File: config.mk
export PLATFORM = sky130hd
export DESIGN_NAME = regfile_wb_arbiter_flat
export DESIGN_NICKNAME = d
export VERILOG_FILES = /design/src/rtl/regfile_wb_arbiter_pkg.sv /design/src/rtl/regfile_wb_arbiter_if.sv /design/src/rtl/regfile_wb_arbiter_wb_fifo.sv /design/src/rtl/regfile_wb_arbiter.sv /design/src/flat_wrapper.sv
export SDC_FILE = /design/constraint.sdc
export NUM_CORES = 1
export LEC_CHECK = 0
export ABC_AREA = 1
export BUFFER_PORTS_ARGS = -buffer_cell sky130_fd_sc_hd__buf_4
export CORE_ASPECT_RATIO = 1.2
export CORE_MARGIN = 2
export CORE_UTILIZATION = 50
export CTS_BUF_LIST = sky130_fd_sc_hd__clkbuf_8 sky130_fd_sc_hd__clkbuf_16
export DETAILED_ROUTE_END_ITERATION = 10
export GPL_TIMING_DRIVEN = 0
export PLACE_DENSITY = 0.7
export SYNTH_ARGS = -nofsm -noshare
export SYNTH_HDL_FRONTEND = slang
export SYNTH_SLANG_ARGS = --single-unit
File: constraint.sdc
create_clock -name clk -period 9.05 [get_ports clk]
set_clock_uncertainty 0.05 [all_clocks]
set_input_delay 0.905 -clock clk [delete_from_list [all_inputs] [get_ports clk]]
set_output_delay 0.905 -clock clk [all_outputs]
set_load 0.05 [all_outputs]
File: src/rtl/regfile_wb_arbiter_pkg.sv
// regfile_wb_arbiter_pkg: shared writeback constants, request type and helpers
//   REG_PC  : architectural register number that aliases the program counter
//   NUM_GPR : registers actually held in the register file (R0-R14)
//   DW_DEF  : default datapath width
package regfile_wb_arbiter_pkg;
    localparam logic [3:0] REG_PC  = 4'd15;
    localparam int         NUM_GPR = 15;
    localparam int         DW_DEF  = 32;

    typedef struct packed {
        logic [3:0]        wa;
        logic [DW_DEF-1:0] wd;
    } wb_req_t;

    function automatic logic is_pc(input logic [3:0] wa);
        return wa == REG_PC;
    endfunction
endpackage

File: src/rtl/regfile_wb_arbiter_if.sv
// regfile_wb_arbiter_if: writeback arbiter bus
//   ex_*      : EX writeback request (valid/ready)
//   mem_*     : MEM writeback request (valid/ready)
//   ra1/ra2   : snooped register-file read addresses, pend1/pend2 the hazard flags
//   we3/wa3/wd3 : register-file write port, pc_we/pc_wd : PC write port
//   fifo_cnt  : EX pending-FIFO occupancy
interface regfile_wb_arbiter_if #(
    parameter int DW    = 32,
    parameter int DEPTH = 4
);
    logic                     ex_valid;
    logic                     ex_ready;
    logic [3:0]               ex_wa;
    logic [DW-1:0]            ex_wd;
    logic                     mem_valid;
    logic                     mem_ready;
    logic [3:0]               mem_wa;
    logic [DW-1:0]            mem_wd;
    logic [3:0]               ra1;
    logic [3:0]               ra2;
    logic                     pend1;
    logic                     pend2;
    logic                     we3;
    logic [3:0]               wa3;
    logic [DW-1:0]            wd3;
    logic                     pc_we;
    logic [DW-1:0]            pc_wd;
    logic [$clog2(DEPTH):0]   fifo_cnt;

    modport master (
        output ex_valid, ex_wa, ex_wd, mem_valid, mem_wa, mem_wd, ra1, ra2,
        input  ex_ready, mem_ready, pend1, pend2, we3, wa3, wd3, pc_we, pc_wd, fifo_cnt
    );

    modport slave (
        input  ex_valid, ex_wa, ex_wd, mem_valid, mem_wa, mem_wd, ra1, ra2,
        output ex_ready, mem_ready, pend1, pend2, we3, wa3, wd3, pc_we, pc_wd, fifo_cnt
    );
endinterface

File: src/rtl/regfile_wb_arbiter_wb_fifo.sv
// regfile_wb_arbiter_wb_fifo: in-order FIFO of deferred EX writes
//   push_i/push_wa_i/push_wd_i : enqueue at tail
//   pop_i                      : dequeue head
//   head_wa_o/head_wd_o        : current head entry
//   tap_wa_o/tap_v_o           : per-slot address and occupancy for hazard matching
//   cnt_o                      : occupancy, 0..DEPTH
module regfile_wb_arbiter_wb_fifo
    import regfile_wb_arbiter_pkg::*;
#(
    parameter int DEPTH = 4,
    parameter int DW    = DW_DEF,
    localparam int AW   = $clog2(DEPTH),
    localparam int CW   = AW + 1
) (
    input  logic                  clk,
    input  logic                  reset,
    input  logic                  push_i,
    input  logic [3:0]            push_wa_i,
    input  logic [DW-1:0]         push_wd_i,
    input  logic                  pop_i,
    output logic [3:0]            head_wa_o,
    output logic [DW-1:0]         head_wd_o,
    output logic [DEPTH-1:0][3:0] tap_wa_o,
    output logic [DEPTH-1:0]      tap_v_o,
    output logic [CW-1:0]         cnt_o
);
    logic [DEPTH-1:0][3:0]    wa_q;
    logic [DEPTH-1:0][DW-1:0] wd_q;
    logic [AW-1:0]            rd_q, rd_d, wr_q, wr_d;
    logic [CW-1:0]            cnt_q, cnt_d;
    logic [AW-1:0]            off;

    always_comb begin
        rd_d  = pop_i ? rd_q + AW'(1) : rd_q;
        wr_d  = push_i ? wr_q + AW'(1) : wr_q;
        cnt_d = cnt_q + CW'(push_i) - CW'(pop_i);
    end

    always_ff @(posedge clk or posedge reset) begin
        if (reset) begin
            rd_q  <= '0;
            wr_q  <= '0;
            cnt_q <= '0;
        end else begin
            rd_q  <= rd_d;
            wr_q  <= wr_d;
            cnt_q <= cnt_d;
        end
    end

    // Payload needs no reset: occupancy alone decides which slots are live.
    always_ff @(posedge clk) begin
        if (push_i) begin
            wa_q[wr_q] <= push_wa_i;
            wd_q[wr_q] <= push_wd_i;
        end
    end

    // A slot is live when its distance from the head (mod DEPTH) is below the count.
    always_comb begin
        off = '0;
        for (int i = 0; i < DEPTH; i++) begin
            off        = AW'(i) - rd_q;
            tap_v_o[i] = {1'b0, off} < cnt_q;
        end
    end

    assign tap_wa_o  = wa_q;
    assign head_wa_o = wa_q[rd_q];
    assign head_wd_o = wd_q[rd_q];
    assign cnt_o     = cnt_q;
endmodule

File: src/rtl/regfile_wb_arbiter.sv
// regfile_wb_arbiter: shares the register-file write port between EX and MEM writeback
//   clk   : clock, all state on posedge
//   reset : asynchronous active-high reset
//   bus   : slave side of regfile_wb_arbiter_if (requests, hazard flags, write ports)
module regfile_wb_arbiter
    import regfile_wb_arbiter_pkg::*;
#(
    parameter int DEPTH = 4,
    parameter int DW    = DW_DEF
) (
    input  logic                 clk,
    input  logic                 reset,
    regfile_wb_arbiter_if.slave  bus
);
    localparam int CW = $clog2(DEPTH) + 1;

    logic [DEPTH-1:0][3:0] tap_wa;
    logic [DEPTH-1:0]      tap_v;
    logic [CW-1:0]         cnt;
    logic [3:0]            head_wa;
    logic [DW-1:0]         head_wd;
    logic                  mem_win, fifo_win, ex_win, ex_rdy, push, win_v;
    logic [3:0]            win_wa;
    logic [DW-1:0]         win_wd;
    logic                  we3_q, we3_d, pc_we_q, pc_we_d;
    logic [3:0]            wa3_q, wa3_d;
    logic [DW-1:0]         wd3_q, wd3_d, pc_wd_q, pc_wd_d;

    function automatic logic in_fifo(input logic [3:0] a);
        logic hit;
        hit = 1'b0;
        for (int i = 0; i < DEPTH; i++) hit = hit | (tap_v[i] && tap_wa[i] == a);
        return hit;
    endfunction

    regfile_wb_arbiter_wb_fifo #(.DEPTH(DEPTH), .DW(DW)) u_fifo (
        .clk       (clk),
        .reset     (reset),
        .push_i    (push),
        .push_wa_i (bus.ex_wa),
        .push_wd_i (bus.ex_wd),
        .pop_i     (fifo_win),
        .head_wa_o (head_wa),
        .head_wd_o (head_wd),
        .tap_wa_o  (tap_wa),
        .tap_v_o   (tap_v),
        .cnt_o     (cnt)
    );

    // MEM is held off while an older queued EX write targets the same register,
    // so the FIFO head always drains whenever MEM is not granted.
    always_comb begin
        ex_rdy   = cnt < CW'(DEPTH);
        mem_win  = bus.mem_valid && !in_fifo(bus.mem_wa);
        fifo_win = !mem_win && cnt != '0;
        ex_win   = !mem_win && cnt == '0 && bus.ex_valid;
        push     = bus.ex_valid && ex_rdy && !ex_win;
        win_v    = mem_win || fifo_win || ex_win;
        win_wa   = mem_win ? bus.mem_wa : fifo_win ? head_wa : bus.ex_wa;
        win_wd   = mem_win ? bus.mem_wd : fifo_win ? head_wd : bus.ex_wd;
        we3_d    = win_v && !is_pc(win_wa);
        pc_we_d  = win_v && is_pc(win_wa);
        wa3_d    = we3_d ? win_wa : wa3_q;
        wd3_d    = we3_d ? win_wd : wd3_q;
        pc_wd_d  = pc_we_d ? win_wd : pc_wd_q;
    end

    always_ff @(posedge clk or posedge reset) begin
        if (reset) begin
            we3_q   <= 1'b0;
            wa3_q   <= '0;
            wd3_q   <= '0;
            pc_we_q <= 1'b0;
            pc_wd_q <= '0;
        end else begin
            we3_q   <= we3_d;
            wa3_q   <= wa3_d;
            wd3_q   <= wd3_d;
            pc_we_q <= pc_we_d;
            pc_wd_q <= pc_wd_d;
        end
    end

    // A register stays pending through its commit cycle (we3 high) as the file
    // only captures the value at the end of that cycle.
    assign bus.pend1     = bus.ra1 != REG_PC && (in_fifo(bus.ra1) || (we3_q && wa3_q == bus.ra1));
    assign bus.pend2     = bus.ra2 != REG_PC && (in_fifo(bus.ra2) || (we3_q && wa3_q == bus.ra2));
    assign bus.ex_ready  = ex_rdy;
    assign bus.mem_ready = !in_fifo(bus.mem_wa);
    assign bus.we3       = we3_q;
    assign bus.wa3       = wa3_q;
    assign bus.wd3       = wd3_q;
    assign bus.pc_we     = pc_we_q;
    assign bus.pc_wd     = pc_wd_q;
    assign bus.fifo_cnt  = cnt;
endmodule

File: src/flat_wrapper.sv
// flat-port wrapper written by rule: the top's interface ports become plain ports
module regfile_wb_arbiter_flat import regfile_wb_arbiter_pkg::*;
#(
    parameter int DEPTH = 4,
    parameter int DW    = DW_DEF
)
  (clk, reset, bus_ex_valid, bus_ex_wa, bus_ex_wd, bus_mem_valid, bus_mem_wa, bus_mem_wd, bus_ra1, bus_ra2, bus_ex_ready, bus_mem_ready, bus_pend1, bus_pend2, bus_we3, bus_wa3, bus_wd3, bus_pc_we, bus_pc_wd, bus_fifo_cnt);
  regfile_wb_arbiter_if #(.DW(DW), .DEPTH(DEPTH)) bus_i ();
  input  logic clk;
  input  logic reset;
  input wire logic [$bits(bus_i.ex_valid)-1:0] bus_ex_valid;
  input wire logic [$bits(bus_i.ex_wa)-1:0] bus_ex_wa;
  input wire logic [$bits(bus_i.ex_wd)-1:0] bus_ex_wd;
  input wire logic [$bits(bus_i.mem_valid)-1:0] bus_mem_valid;
  input wire logic [$bits(bus_i.mem_wa)-1:0] bus_mem_wa;
  input wire logic [$bits(bus_i.mem_wd)-1:0] bus_mem_wd;
  input wire logic [$bits(bus_i.ra1)-1:0] bus_ra1;
  input wire logic [$bits(bus_i.ra2)-1:0] bus_ra2;
  output wire logic [$bits(bus_i.ex_ready)-1:0] bus_ex_ready;
  output wire logic [$bits(bus_i.mem_ready)-1:0] bus_mem_ready;
  output wire logic [$bits(bus_i.pend1)-1:0] bus_pend1;
  output wire logic [$bits(bus_i.pend2)-1:0] bus_pend2;
  output wire logic [$bits(bus_i.we3)-1:0] bus_we3;
  output wire logic [$bits(bus_i.wa3)-1:0] bus_wa3;
  output wire logic [$bits(bus_i.wd3)-1:0] bus_wd3;
  output wire logic [$bits(bus_i.pc_we)-1:0] bus_pc_we;
  output wire logic [$bits(bus_i.pc_wd)-1:0] bus_pc_wd;
  output wire logic [$bits(bus_i.fifo_cnt)-1:0] bus_fifo_cnt;
  assign bus_i.ex_valid = bus_ex_valid;
  assign bus_i.ex_wa = bus_ex_wa;
  assign bus_i.ex_wd = bus_ex_wd;
  assign bus_i.mem_valid = bus_mem_valid;
  assign bus_i.mem_wa = bus_mem_wa;
  assign bus_i.mem_wd = bus_mem_wd;
  assign bus_i.ra1 = bus_ra1;
  assign bus_i.ra2 = bus_ra2;
  assign bus_ex_ready = bus_i.ex_ready;
  assign bus_mem_ready = bus_i.mem_ready;
  assign bus_pend1 = bus_i.pend1;
  assign bus_pend2 = bus_i.pend2;
  assign bus_we3 = bus_i.we3;
  assign bus_wa3 = bus_i.wa3;
  assign bus_wd3 = bus_i.wd3;
  assign bus_pc_we = bus_i.pc_we;
  assign bus_pc_wd = bus_i.pc_wd;
  assign bus_fifo_cnt = bus_i.fifo_cnt;
  regfile_wb_arbiter #(.DEPTH(DEPTH), .DW(DW)) u_core (.clk(clk), .reset(reset), .bus(bus_i));
endmodule
==> impl_metrics.toml <==
[global_route]
grt_antenna_before_repair = 0
grt_start_max_net_pins = 42
overflow = 0
grt_pass1_wl_mm = 45.4
grt_pass1_vias = 7957
gr-usage-all-layers_pct = 27.6

[logic_synthesis]
synthArstFlopShare_pct = 34.8
synth_warnings = 0
synth-main-ff-cell = "edfxtp_1"
ys_types = 39
ys_ff_latch = 221
syn_area_um2 = 10200
mappedNetlistNets = 1116
synth_top_area_share_pct = 42.4
synth_edf_count = 144
synth-seq-area-share_pct = 61.3
synth_area_leaders = "edfxtp_1, dfrtp_1, nand2_1, nand3_1, a22oi_1"
synth_top_cell_by_area = "edfxtp_1"
ys_top_cells_by_count = "nand2_1, nand3_1, edfxtp_1, dfrtp_1, inv_1"
synthCells = 1021
yosysMostFrequentCell = "nand2_1"
syn-mean-instance-area_um2 = 9.98

[clocking]
cts_sinks = 221
cts_tree = "built"
root_buffer = "clkbuf_16"
clock_latency_ns = 0.52
clock_path_buffers = 3
cts-resized-gates = 0
cts_made_buffers = 23
htree_num_levels = 1
postCtsSetupBuffers = 0
cts-hold-fix-buffers = 0
clk_pin_slew_worst_paths_ns = 0.07

[finish]
fillers = 1710
syn_to_final_growth_pct = 23.9
layout-drive-gt1-share_pct = 20.5
nNetsFinal = 1298
finalInstanceArea_um2 = 12600
diodes = 0

[floorplan]
core-area_um2 = 20100
dieArea_um2 = 21500
die_w_um = 134
start_util_pct = 50.7
num_rows = 57
pin_count = 161
die_h_um = 160

[routing]
wire_per_inst_um = 20.2
viasPerCell = 5.63
vias = 8359
wl_mm = 30.0
firstDrtPassIters = 5
drt_iter0_markers = 741
drc = 0
postRouteAntennaNets = 0

[sta]
rsz0062_at_grt = "no"
maxSlewHeadroom_pct = 31.8
worstMarginPinSlew_ns = 1.02
slew_viol_final = 0
setup_viol = 0
fin_crit_sh_pct = 56.0
final_hold_viol_count = 0
tns_ns = 0
worst_hold_slack_ns = 0.381
layout_min_cycle_time_ns = 5.06
clock.fmax_mhz = 197

[place]
dp_hpwl_mm = 21.3
place_congestion = 0.904
placed_cell_area_um2 = 11800
port_buffers = 152

[flow_run]
cap_violations = 0

[setup_path]
setup.worst_path.end_class = "flop"
crit_required_ns = 9.44
cp_max_fo = 10
path_class = "flop to flop"
critPathLaunchType = "flop"
worst-endpoint-arrival_ns = 5.45

[pwr]
p_total_mw = 4.91
power_density_nw_per_um2 = 389
p_leak_nw = 5.58
ir_drop_mv = 0.234

[outcome]
status = "finished clean"

[hold_path]
min_path_type = "input pin to async pin"
[state kept, by name, indices dropped and copies added (netlist names)]
name,count
u_core.bus.wd3,32
u_core.bus.pc_wd,32
u_core.u_fifo.wd_q,128
u_core.bus.wa3,4
u_core.u_fifo.tap_wa_o,16
u_core.u_fifo.wr_q,2
u_core.bus.pc_we,1
u_core.bus.we3,1
u_core.u_fifo.rd_q,2
u_core.u_fifo.cnt_o,3
[power by group]
part	leakage [nW]	total (mW)	internal, mW	switching (mW)
clock network	0.407	1.04	0.639	0.404
logic	2.91	2.37	0.670	1.70
registers	2.26	1.49	1.34	0.150
total	5.58	4.91	2.65	2.26
[metrics by stage]
| stage | instances | util, % | setup WS, ns |
|---|---|---|---|
| global placement | 1438 | 58.0 | 2.55 |
| global route | 1485 | 62.8 | 3.63 |
| CTS | 1485 | 62.8 | 4.01 |
| floorplan | 1021 | - | 4.38 |
| finish | 1485 | 62.8 | 3.99 |
| detailed placement | 1443 | 58.7 | 4.11 |
[cell usage in the layout (no fill, tap or decap), types with 5 or more instances in the layout]
master     synthesis  layout
clkbuf_1          32      32
a22oi_1           33      33
buf_2             19      19
nand3_1          178     178
buf_12             0       5
buf_4              1     153
clkbuf_16          0      23
nand2_1          319     319
edfxtp_1         144     144
xor2_1            11      11
nor2_4             3       7
ha_1              10      10
buf_1              5       5
xnor2_1           18      18
nor2_1            22      18
inv_1             52      53
a21oi_1           10      10
inv_2              8       8
nand4_1           38      38
bufinv_16          0       6
dfrtp_1           77      77
[per-layer routing]
layer,global-route usage (%),wire length (um),up-vias
met5,0,0,-
met4,11.2,1220,0
met3,3.13,2250,62
met2,46.5,15100,410
met1,36.5,11400,4006
li1,-,-,3881
[worst max-delay path, stage by stage (launching register included)]
cell	delay [ns]
dfrtp_1	0.35
clkbuf_1	0.29
clkbuf_1	0.46
buf_1	0.48
inv_1	0.21
ha_1	0.35
nor2_1	0.05
a21oi_2	0.23
nand3_1	0.11
nand2_1	0.12
nor2_4	0.06
nand2_4	0.11
inv_2	0.12
nor2_2	0.38
buf_2	0.34
ha_1	0.28
inv_1	0.06
ha_1	0.13
inv_1	0.05
fa_1	0.38
xnor2_1	0.21
xor2_1	0.16
[cell type report]
class	count	area [um^2]	share of cell area (%)
plain buffers	60	275	2.18
clock buffers	23	576	4.56
clock inverters	19	259	2.05
inverters	61	234	1.85
multi-input cells	679	3460	27.4
flip-flops and latches	221	6250	49.5
well taps	265	332	2.63
repair buffers	157	1240	9.83
[path summary, 6_finish.rpt]
kind / start / endpoint / slack, ns / cells past startpoint
min in group clk: u_core.bus.pc_wd[13] / u_core.bus.pc_wd[13] / 0.42 / 2
worst min-delay path: reset / u_core.bus.pc_wd[2] / 0.38 / 2
worst max-delay path: u_core.u_fifo.rd_q[1] / u_core.u_fifo.cnt_o[2] / 3.99 / 21
worst min register to register: u_core.bus.pc_wd[13] / u_core.bus.pc_wd[13] / 0.42 / 2
max in group asynchronous: reset / u_core.bus.wd3[30] / 7.96 / 3
worst max register to register: u_core.u_fifo.rd_q[1] / u_core.u_fifo.cnt_o[2] / 3.99 / 21
[logic make-up after synthesis]
family,count (synthesis),share of synthesized area [%]
adders and majority gates,11,1.42
xor gates and xnor gates,29,2.49
and+or+nand+nor,576,25.3
AOI/OAI and AO/OA,63,4.43
DFF,221,61.3
buffers and inverters,121,4.97
No activity file was read; power rests on OpenSTA's default activity.
